### config.mk
export PLATFORM = sky130hd
export DESIGN_NAME = stepper_pio_drive
export DESIGN_NICKNAME = d
export VERILOG_FILES = /design/src/rtl/stepper_pkg.sv /design/src/rtl/stepper_step_timer.sv /design/src/rtl/stepper_pio_drive.sv
export SDC_FILE = /design/constraint.sdc
export NUM_CORES = 1
export LEC_CHECK = 0
export BUFFER_PORTS_ARGS = -buffer_cell sky130_fd_sc_hd__buf_2
export CAP_MARGIN = 30
export CORE_MARGIN = 2
export CORE_UTILIZATION = 52
export CTS_CLUSTER_DIAMETER = 150
export DETAILED_ROUTE_END_ITERATION = 6
export GPL_TIMING_DRIVEN = 0
export PLACE_DENSITY_LB_ADDON = 0.3
export SYNTH_ARGS = -nofsm -noshare
export SYNTH_HDL_FRONTEND = slang
export SYNTH_SLANG_ARGS = --single-unit
### constraint.sdc
create_clock -name clk -period 6.4 [get_ports clk]
set_input_delay 1.28 -clock clk [delete_from_list [all_inputs] [get_ports clk]]
set_output_delay 1.28 -clock clk [all_outputs]
set_load 0.005 [all_outputs]
### src/rtl/stepper_pkg.sv
// Shared definitions for the stepper-motor PIO output peripheral:
// register word addresses, CONTROL/STATUS bit positions, the 8-entry
// half-step coil table and the sequencer FSM state type.
package stepper_pkg;

    localparam logic [2:0] ADDR_CONTROL  = 3'd0;
    localparam logic [2:0] ADDR_PERIOD   = 3'd1;
    localparam logic [2:0] ADDR_STEPS    = 3'd2;
    localparam logic [2:0] ADDR_IRQ_MASK = 3'd3;
    localparam logic [2:0] ADDR_STATUS   = 3'd4;
    localparam logic [2:0] ADDR_PHASE    = 3'd5;

    localparam int CTRL_RUN  = 0;
    localparam int CTRL_DIR  = 1;
    localparam int CTRL_FULL = 2;
    localparam int CTRL_CONT = 3;
    localparam int CTRL_HOLD = 4;

    localparam int STAT_BUSY = 0;
    localparam int STAT_DONE = 1;

    // Coil patterns {A, B, A', B'}; entry 0 sits in the lowest nibble.
    localparam logic [7:0][3:0] PHASE_TABLE = {
        4'b1001, 4'b0001, 4'b0011, 4'b0010,
        4'b0110, 4'b0100, 4'b1100, 4'b1000
    };

    typedef enum logic {
        IDLE = 1'b0,
        RUN  = 1'b1
    } state_t;

    function automatic logic [3:0] phase_pattern(input logic [2:0] idx);
        return PHASE_TABLE[idx];
    endfunction

endpackage

### src/rtl/stepper_step_timer.sv
// Step-period prescaler: a down-counter that raises tick for one cycle
// when it reaches zero while enabled, then reloads itself.
// Ports:
//   clk, reset_n : clock, async active-low reset
//   load         : force count to load_val (start of a run)
//   load_val     : reload value, cycles-per-step minus one
//   en           : count while high
//   tick         : one-cycle step strobe
module stepper_step_timer #(
    parameter int W = 24
) (
    input  logic         clk,
    input  logic         reset_n,
    input  logic         load,
    input  logic [W-1:0] load_val,
    input  logic         en,
    output logic         tick
);

    logic [W-1:0] count;

    assign tick = en && !load && (count == '0);

    always_ff @(posedge clk or negedge reset_n) begin
        if (!reset_n) begin
            count <= '0;
        end else if (load) begin
            count <= load_val;
        end else if (en) begin
            count <= (count == '0) ? load_val : count - W'(1);
        end
    end

endmodule

### src/rtl/stepper_pio_drive.sv
// Avalon-MM slave that sequences the four stepper coil lines.
// Software programs PERIOD/STEPS/CONTROL; the block steps through the
// phase table, counts down remaining steps and flags completion.
// Optional feature macro: STEPPER_PIO_HOLD_EN (CONTROL.HOLD keeps the last
// coil pattern while idle; without it the coils are released in IDLE).
// Ports:
//   clk, reset_n          : clock, async active-low reset
//   address, chipselect,
//   write_n, writedata    : Avalon-MM write/read select
//   readdata              : registered read data, one cycle latency
//   irq                   : |(status_sticky & irq_mask)
//   out_port              : coil drive {A, B, A', B'}
//
// state | meaning
// IDLE  | stopped; coils released (or held with HOLD)
// RUN   | prescaler running, one table step per period
module stepper_pio_drive
    import stepper_pkg::*;
#(
    parameter int PERIOD_W = 24,
    parameter int COUNT_W  = 16
) (
    input  logic        clk,
    input  logic        reset_n,
    input  logic [2:0]  address,
    input  logic        chipselect,
    input  logic        write_n,
    input  logic [31:0] writedata,
    output logic [31:0] readdata,
    output logic        irq,
    output logic [3:0]  out_port
);

    logic                wr_en, wr_ctrl, wr_period, wr_steps, wr_mask, wr_status;
    logic                ctrl_dir, ctrl_full, ctrl_cont, hold_eff;
    logic [PERIOD_W-1:0] period, reload_val;
    logic [COUNT_W-1:0]  remaining;
    logic [1:0]          irq_mask, status_sticky;
    logic [2:0]          index, index_step, index_next;
    state_t              state, state_next;
    logic                enter_run, step, finish, tick, busy;
    logic [31:0]         rd_next;
    logic                unused_wdata;

    assign wr_en     = chipselect && !write_n;
    assign wr_ctrl   = wr_en && (address == ADDR_CONTROL);
    assign wr_period = wr_en && (address == ADDR_PERIOD);
    assign wr_steps  = wr_en && (address == ADDR_STEPS);
    assign wr_mask   = wr_en && (address == ADDR_IRQ_MASK);
    assign wr_status = wr_en && (address == ADDR_STATUS);
    assign unused_wdata = ^writedata[31:PERIOD_W];

    assign busy       = (state == RUN);
    // PERIOD of 0 behaves as 1: reload value clamps at 0.
    assign reload_val = (period == '0) ? '0 : period - PERIOD_W'(1);
    assign index_step = ctrl_full ? 3'd2 : 3'd1;
    assign index_next = ctrl_dir ? index - index_step : index + index_step;

    stepper_step_timer #(.W(PERIOD_W)) u_timer (
        .clk      (clk),
        .reset_n  (reset_n),
        .load     (enter_run),
        .load_val (reload_val),
        .en       (busy),
        .tick     (tick)
    );

`ifdef STEPPER_PIO_HOLD_EN
    logic ctrl_hold;
    always_ff @(posedge clk or negedge reset_n) begin
        if (!reset_n)     ctrl_hold <= 1'b0;
        else if (wr_ctrl) ctrl_hold <= writedata[CTRL_HOLD];
    end
    assign hold_eff = ctrl_hold;
`else
    assign hold_eff = 1'b0;
`endif

    always_ff @(posedge clk or negedge reset_n) begin
        if (!reset_n) state <= IDLE;
        else          state <= state_next;
    end

    // A RUN=0 write beats a simultaneous tick; a STEPS write in the same
    // cycle as the final tick replaces the count, so that tick cannot finish.
    always_comb begin
        state_next = state;
        enter_run  = 1'b0;
        step       = 1'b0;
        finish     = 1'b0;
        case (state)
            IDLE: begin
                if (wr_ctrl && writedata[CTRL_RUN] &&
                    (remaining != '0 || writedata[CTRL_CONT])) begin
                    enter_run  = 1'b1;
                    state_next = RUN;
                end
            end
            RUN: begin
                if (wr_ctrl && !writedata[CTRL_RUN]) begin
                    state_next = IDLE;
                end else if (tick) begin
                    step = 1'b1;
                    if (!ctrl_cont && !wr_steps && remaining <= COUNT_W'(1)) begin
                        finish     = 1'b1;
                        state_next = IDLE;
                    end
                end
            end
            default: state_next = IDLE;
        endcase
    end

    always_ff @(posedge clk or negedge reset_n) begin
        if (!reset_n) begin
            ctrl_dir      <= 1'b0;
            ctrl_full     <= 1'b0;
            ctrl_cont     <= 1'b0;
            period        <= PERIOD_W'(1);
            remaining     <= '0;
            irq_mask      <= '0;
            status_sticky <= '0;
            index         <= '0;
            out_port      <= '0;
        end else begin
            if (wr_ctrl) begin
                ctrl_dir  <= writedata[CTRL_DIR];
                ctrl_full <= writedata[CTRL_FULL];
                ctrl_cont <= writedata[CTRL_CONT];
            end
            if (wr_period) period <= writedata[PERIOD_W-1:0];
            if (wr_mask)   irq_mask <= writedata[1:0];

            if (wr_steps)
                remaining <= writedata[COUNT_W-1:0];
            else if (step && !ctrl_cont && remaining != '0)
                remaining <= remaining - COUNT_W'(1);

            // Event sets take priority over a STATUS clear in the same cycle.
            status_sticky[STAT_BUSY] <= (status_sticky[STAT_BUSY] && !wr_status) || enter_run;
            status_sticky[STAT_DONE] <= (status_sticky[STAT_DONE] && !wr_status) || finish;

            if (step) index <= index_next;

            if (busy) begin
                if (step) out_port <= phase_pattern(index_next);
            end else if (enter_run) begin
                out_port <= phase_pattern(index);
            end else if (!hold_eff) begin
                out_port <= '0;
            end
        end
    end

    always_comb begin
        rd_next = '0;
        case (address)
            ADDR_CONTROL: begin
                rd_next[CTRL_RUN]  = busy;
                rd_next[CTRL_DIR]  = ctrl_dir;
                rd_next[CTRL_FULL] = ctrl_full;
                rd_next[CTRL_CONT] = ctrl_cont;
                rd_next[CTRL_HOLD] = hold_eff;
            end
            ADDR_PERIOD:   rd_next = 32'(period);
            ADDR_STEPS:    rd_next = 32'(remaining);
            ADDR_IRQ_MASK: rd_next = 32'(irq_mask);
            ADDR_STATUS: begin
                rd_next[STAT_BUSY] = busy;
                rd_next[STAT_DONE] = status_sticky[STAT_DONE];
            end
            ADDR_PHASE:    rd_next = 32'(index);
            default:       rd_next = '0;
        endcase
    end

    always_ff @(posedge clk or negedge reset_n) begin
        if (!reset_n) readdata <= '0;
        else          readdata <= rd_next;
    end

    assign irq = |(status_sticky & irq_mask);

endmodule

---- Yosys cells after proc, flatten, opt, wreduce, memory -nomap -nowiden ----
Memories as Yosys holds them, arrays and structs flattened.
Cells that the tools add are included.
word-level totals
  memories ................................ 2
  memory bits (writable) .................. 0
  register bits after elaboration ......... 111
  output and inout bits ................... 37
  word-level logic and storage cells ...... 92
  bits in read-only memories .............. 64
  bits in latches ......................... 0
  input bits .............................. 39
memories
  name             depth  width  read ports  clocked after Yosys merged registers in  write ports  RTL line           text
  (no name shown)  8      4      1           0                                        0            stepper_pkg.sv:34  return PHASE_TABLE[idx];
  (no name shown)  8      4      1           0                                        0            stepper_pkg.sv:34
cells by class
  shift operators ......................... 0
  add/sub/neg operators ................... 5
  bitwise logic cells ..................... 2
  div/mod/pow operators ................... 0
  equal/unequal tests ..................... 6
  mux-type cells .......................... 29
  order comparisons ....................... 3
  reduce and logical (&&, ||, !) cells .... 33
  multiply operators ...................... 0
operators by type and width
  cell                   count
  $mux 24                4
  $logic_not 24->1       2
  $sub 24x1->24 const B  2
  $pmux 19 s2            1
  $mux 16                2
  $mux 4                 5
  $logic_and 1x1->1      17
  $le 16x1->1 const B    1
  $reduce_bool 16->1     1
  $sub 16x1->16 const B  1
  $mux 1                 12
  $pmux 2 s6             1
  $pmux 3 s4             1
  $lt 3x4->1 const B     2
  $eq 3x2->1 const B     2
  $eq 3x3->1 const B     2
  $logic_not 1->1        6
  $reduce_bool 2->1      2
  $add 3x2->3            1
  $eq 3x1->1 const B     1
  $logic_not 3->1        1
  $logic_or 1x1->1       3
  $mux 3                 1
  $sub 3x2->3            1
  6 further kinds        6

---- Longest topological paths before layout ----
  depth in word-level cells ............... 17
  gate-level depth with buffers ........... 10
  mapped depth without buffers ............ 9

---- Modules after synthesis ----
From an unflattened synthesis, not the netlist that was laid out.
unflattened totals
  cells, all modules ...................... 628
  area total of the unflattened synthesis .. 6018.3 µm²
by module, submodules not included
  module              instances  seq. area each (µm²)  area each (µm²)  cells each
  stepper_pio_drive   1          1978.1                4287.9           433
  stepper_step_timer  1          600.6                 1730.4           195

---- Worst setup path before layout ----
OpenSTA, ideal clock, no wires.
  path kind ............................... input to register
  from .................................... input address[1]
  to ...................................... register period[10]
  library setup time ...................... 0.125 ns
  setup slack ............................. 3.557 ns
  buffers on the path ..................... 3
  data arrival time ....................... 2.719 ns
  stages .................................. 6
  data required time ...................... 6.275 ns
  cell sequence ........................... clkbuf_1 -> nor2_1 -> clkbuf_1 -> nand3_1 -> clkbuf_1 -> mux2_2
on the way
  word-level cells in the longest chain between the ends .. 2
ends and longest elaborated chain
  element                 RTL line                  text
  start: declaration      stepper_pio_drive.sv:25   input logic [2:0] address,
  $eq 3x1->1              stepper_pio_drive.sv:47   assign wr_period = wr_en && (address == ADDR_PERIOD);
  $logic_and 1x1->1       stepper_pio_drive.sv:47
  end signal: assignment  stepper_pio_drive.sv:131  if (wr_period) period <= writedata[PERIOD_W-1:0];
  end: declaration        stepper_pio_drive.sv:36   logic [PERIOD_W-1:0] period, reload_val;
No other way between the ends.
A chain may end at the register's enable or synchronous reset.

---- Worst setup path in the final report ----
  from .................................... input address[1]
  to ...................................... register period[20]
The elaborated chain is that of the path after synthesis.

==> flow_summary.json <==
{
  "status": "finished clean",
  "min_path_cells": 2,
  "grt_pass1_wl_mm": 24.7,
  "rrSetupSlack_ps": 3390,
  "cts_tree": "built",
  "routedWlPerCell_um": 18.4,
  "worstRegToRegCells": 7,
  "synthesis.area_sq_um": 5860,
  "criticalPathCategory": "primary input to flop",
  "num_vias": 5094,
  "num_rows": 38,
  "drive_gt1_share_pct": 19.9,
  "placedCellCount": 819,
  "ys.flop_type": "dfrtp_1",
  "ctsHtreeMaxLevel": 3,
  "drtAntennaViolNets": 0,
  "die-width_um": 110,
  "hold_path.class": "flop to flop",
  "post_synth_num_cell_types": 65,
  "async_flop_share_pct": 100,
  "cts_buffer_depth": 2,
  "rr_endpoint": "u_timer.count[13]",
  "ys_seq_area_share_pct": 44.0,
  "die_h_um": 110,
  "grt_pass1_vias": 4945,
  "grt_usage_pct": 27.0,
  "internal_power_uw": 1520,
  "ctsHoldBuffers": 0,
  "dpl_worst_slack_ps": 2910,
  "post_cts_buffers": 0,
  "fin_setup_tns_ps": 0,
  "routed_wirelength_mm": 15.4,
  "grt_max_degree": 60,
  "hold_viol": 0,
  "rsz0062_at_grt": "no",
  "slowest_stage": "clkbuf_1",
  "io_buffer_count": 58,
  "worst_path_largest_cell_delay_ps": 530,
  "final_cell_mix": "dfrtp_1, buf_2, nand2_1",
  "stdcell_count": 835,
  "start_kind": "primary input",
  "ios": 76,
  "layout.nets": 737,
  "clockPowerShare_pct": 29.6,
  "power_uw": 2330,
  "sw_frac_of_total_pct": 34.8,
  "antenna_found_initial": 0,
  "power_switching_uw": 813,
  "seqPwrFrac_pct": 41.8,
  "first_iter_violations": 393,
  "ir_drop_uv": 213,
  "tightest_slew_ps": 1040,
  "place_congestion": 0.928,
  "leakage_uw": 0.00293,
  "slew_viol_final": 0,
  "worst-path-max-fanout": 10,
  "area_delta_synth_final_pct": 15.4,
  "cp_cell_sequence": "clkbuf_1 > nor2_1 > clkbuf_1 > nand3_1 > clkbuf_1 > mux2_2",
  "first_pass_iters": 5,
  "crit_top_cell": "clkbuf_1",
  "synthCells": 613,
  "numCtsBuffers": 9,
  "fin_crit_sh_pct": 48.6,
  "initial_core_util_pct": 53.6,
  "dieArea_sq_um": 12100,
  "dp_hpwl_mm": 11.2,
  "clk_latency_ps": 360,
  "slew-limit-headroom_pct": 30.1,
  "cap_violations": 0,
  "synth_edf_count": 0,
  "cp-end-kind": "flop",
  "clkSlewWorstSetupHoldPaths_ps": 70,
  "cp.arrival_ps": 3350,
  "min_to": "status_sticky[0]",
  "core_sq_um": 10900,
  "ys_ff_latch": 103,
  "overflow": 0,
  "n_antenna_cell": 0,
  "finClkSkew_ps": 10.1,
  "nFillCells": 900,
  "drc": 0,
  "post_drt_via_cell_ratio": 6.10,
  "fmax_mhz": 321,
  "cts_resized": 0,
  "powerDensity_nw_per_um2": 345,
  "fin_crit_ps": 3110,
  "ys_warn_count": 0,
  "synth.avg_cell_area_sq_um": 9.56,
  "power_frac_comb_pct": 28.6,
  "setup_viol": 0,
  "required_ps": 6640,
  "r2r-start": "remaining[9]",
  "worst_slack_ps": 3290,
  "cts_sinks": 103,
  "final_common_cell": "dfrtp_1",
  "hold_path_startpoint": "status_sticky[0]",
  "cts_root_buf": "clkbuf_16"
}
worst max path at each step:
| stage | depth (start not counted) | startpoint | to |
|---|---|---|---|
| after floorplan | 6 | address[1] | period[10] |
| after global placement | 1 | reset_n | remaining[3] |
| after detailed placement | 6 | address[1] | period[20] |
| after CTS | 6 | address[1] | period[20] |
| after global routing | 6 | address[1] | period[21] |
| final | 6 | address[1] | period[20] |
worst max-delay path, delay by kind of cell:
| family | cells | cell delay (ps) |
|---|---|---|
| buf+inv | 3 | 1120 |
| mux | 1 | 410 |
| simple gates | 2 | 540 |
logic make-up (layout without fill, tap and decap cells):
| kind of cell | count (synthesis) | count (layout) | share of synthesized area (%) |
|---|---|---|---|
| simple gates | 258 | 258 | 24.1 |
| buf+inv | 45 | 120 | 3.74 |
| flops | 103 | 103 | 44.0 |
| compound gates | 118 | 118 | 12.7 |
| xor+xnor | 46 | 46 | 6.88 |
| fa+ha+maj | 8 | 8 | 1.84 |
| other cells | 1 | 8 | 0.0640 |
| mux | 34 | 34 | 6.66 |
per-stage QoR:
step / cell area, sq um / util, % / hold slack [ps]
detailed placement: 6380 / 58.3 / 478
floorplan: 5880 / - / 439
global placement: 6350 / 58.1 / 469
global route: 6760 / 61.8 / 518
finish: 6760 / 61.8 / 509
CTS: 6760 / 61.8 / 500
sequential cells by signal, summed over array words and instances (netlist names):
register,cells
period,24
readdata,24
u_timer.count,24
remaining,16
out_port,4
index,3
irq_mask,2
status_sticky,2
busy,1
ctrl_cont,1
ctrl_dir,1
ctrl_full,1
power groups by stage:
stage | clock network (uW) | registers (uW) | logic, uW
6_report | 690 | 975 | 668
2_1_floorplan | 0 | 934 | 482
5_1_grt | 723 | 995 | 740
3_5_place_dp | 0 | 977 | 656
4_1_cts | 700 | 968 | 663
3_3_place_gp | 0 | 966 | 630
Yosys cell counts (2+ instances only):
library cell  count  area share (%)
and2_1            4            0.43
ha_1              7             1.5
a21o_1            3            0.38
nand2_1          59             3.8
nor2_1           56             3.6
xnor2_1          17             2.5
or4_1             3            0.38
inv_1            10            0.64
nand2b_1          3            0.32
mux2_2           30             5.8
and3_1           10             1.1
buf_2             4            0.34
a21boi_0          2            0.26
nor4b_1           6            0.90
a21oi_1          11            0.94
o211ai_1          7            0.90
a22oi_1          23             2.9
o21a_1            3            0.38
nor4_1           15             1.6
nor3_1           25             2.1
o31ai_1           2            0.26
o22ai_1           3            0.32
nand3_1          21             1.8
a211oi_1          3            0.38
nand3b_1          3            0.38
a221o_1           2            0.34
dfrtp_1         102              44
buf_4            12             1.5
o21ai_0          41             3.5
nand4_1          10             1.1
nand4b_1          2            0.30
clkbuf_1         18             1.2
nor4_2            6             1.3
mux2i_1           3            0.51
nor2b_1           7            0.75
a31oi_1           5            0.53
or3_1            13             1.4
xor2_1           29             4.3
o21ai_1           7            0.60
metal layers:
layer,vias to the layer above,routed length (um),GRT usage [%]
met3,34,945,4.00
li1,2367,-,-
met2,208,7530,44.5
met1,2485,6450,35.1
met4,0,444,12.7
met5,-,0,0
area by class of cell:
cell class	count	area, sq um	area share, %
clock buffer	11	253	3.74
multi-input combinational	472	3090	45.7
inverter	10	37.5	0.555
buffer	35	181	2.68
tap	140	175	2.59
clock inverter	5	128	1.89
sequential	103	2580	38.1
timing repair buffer	59	320	4.74
Power figures use the tool's default switching activity.
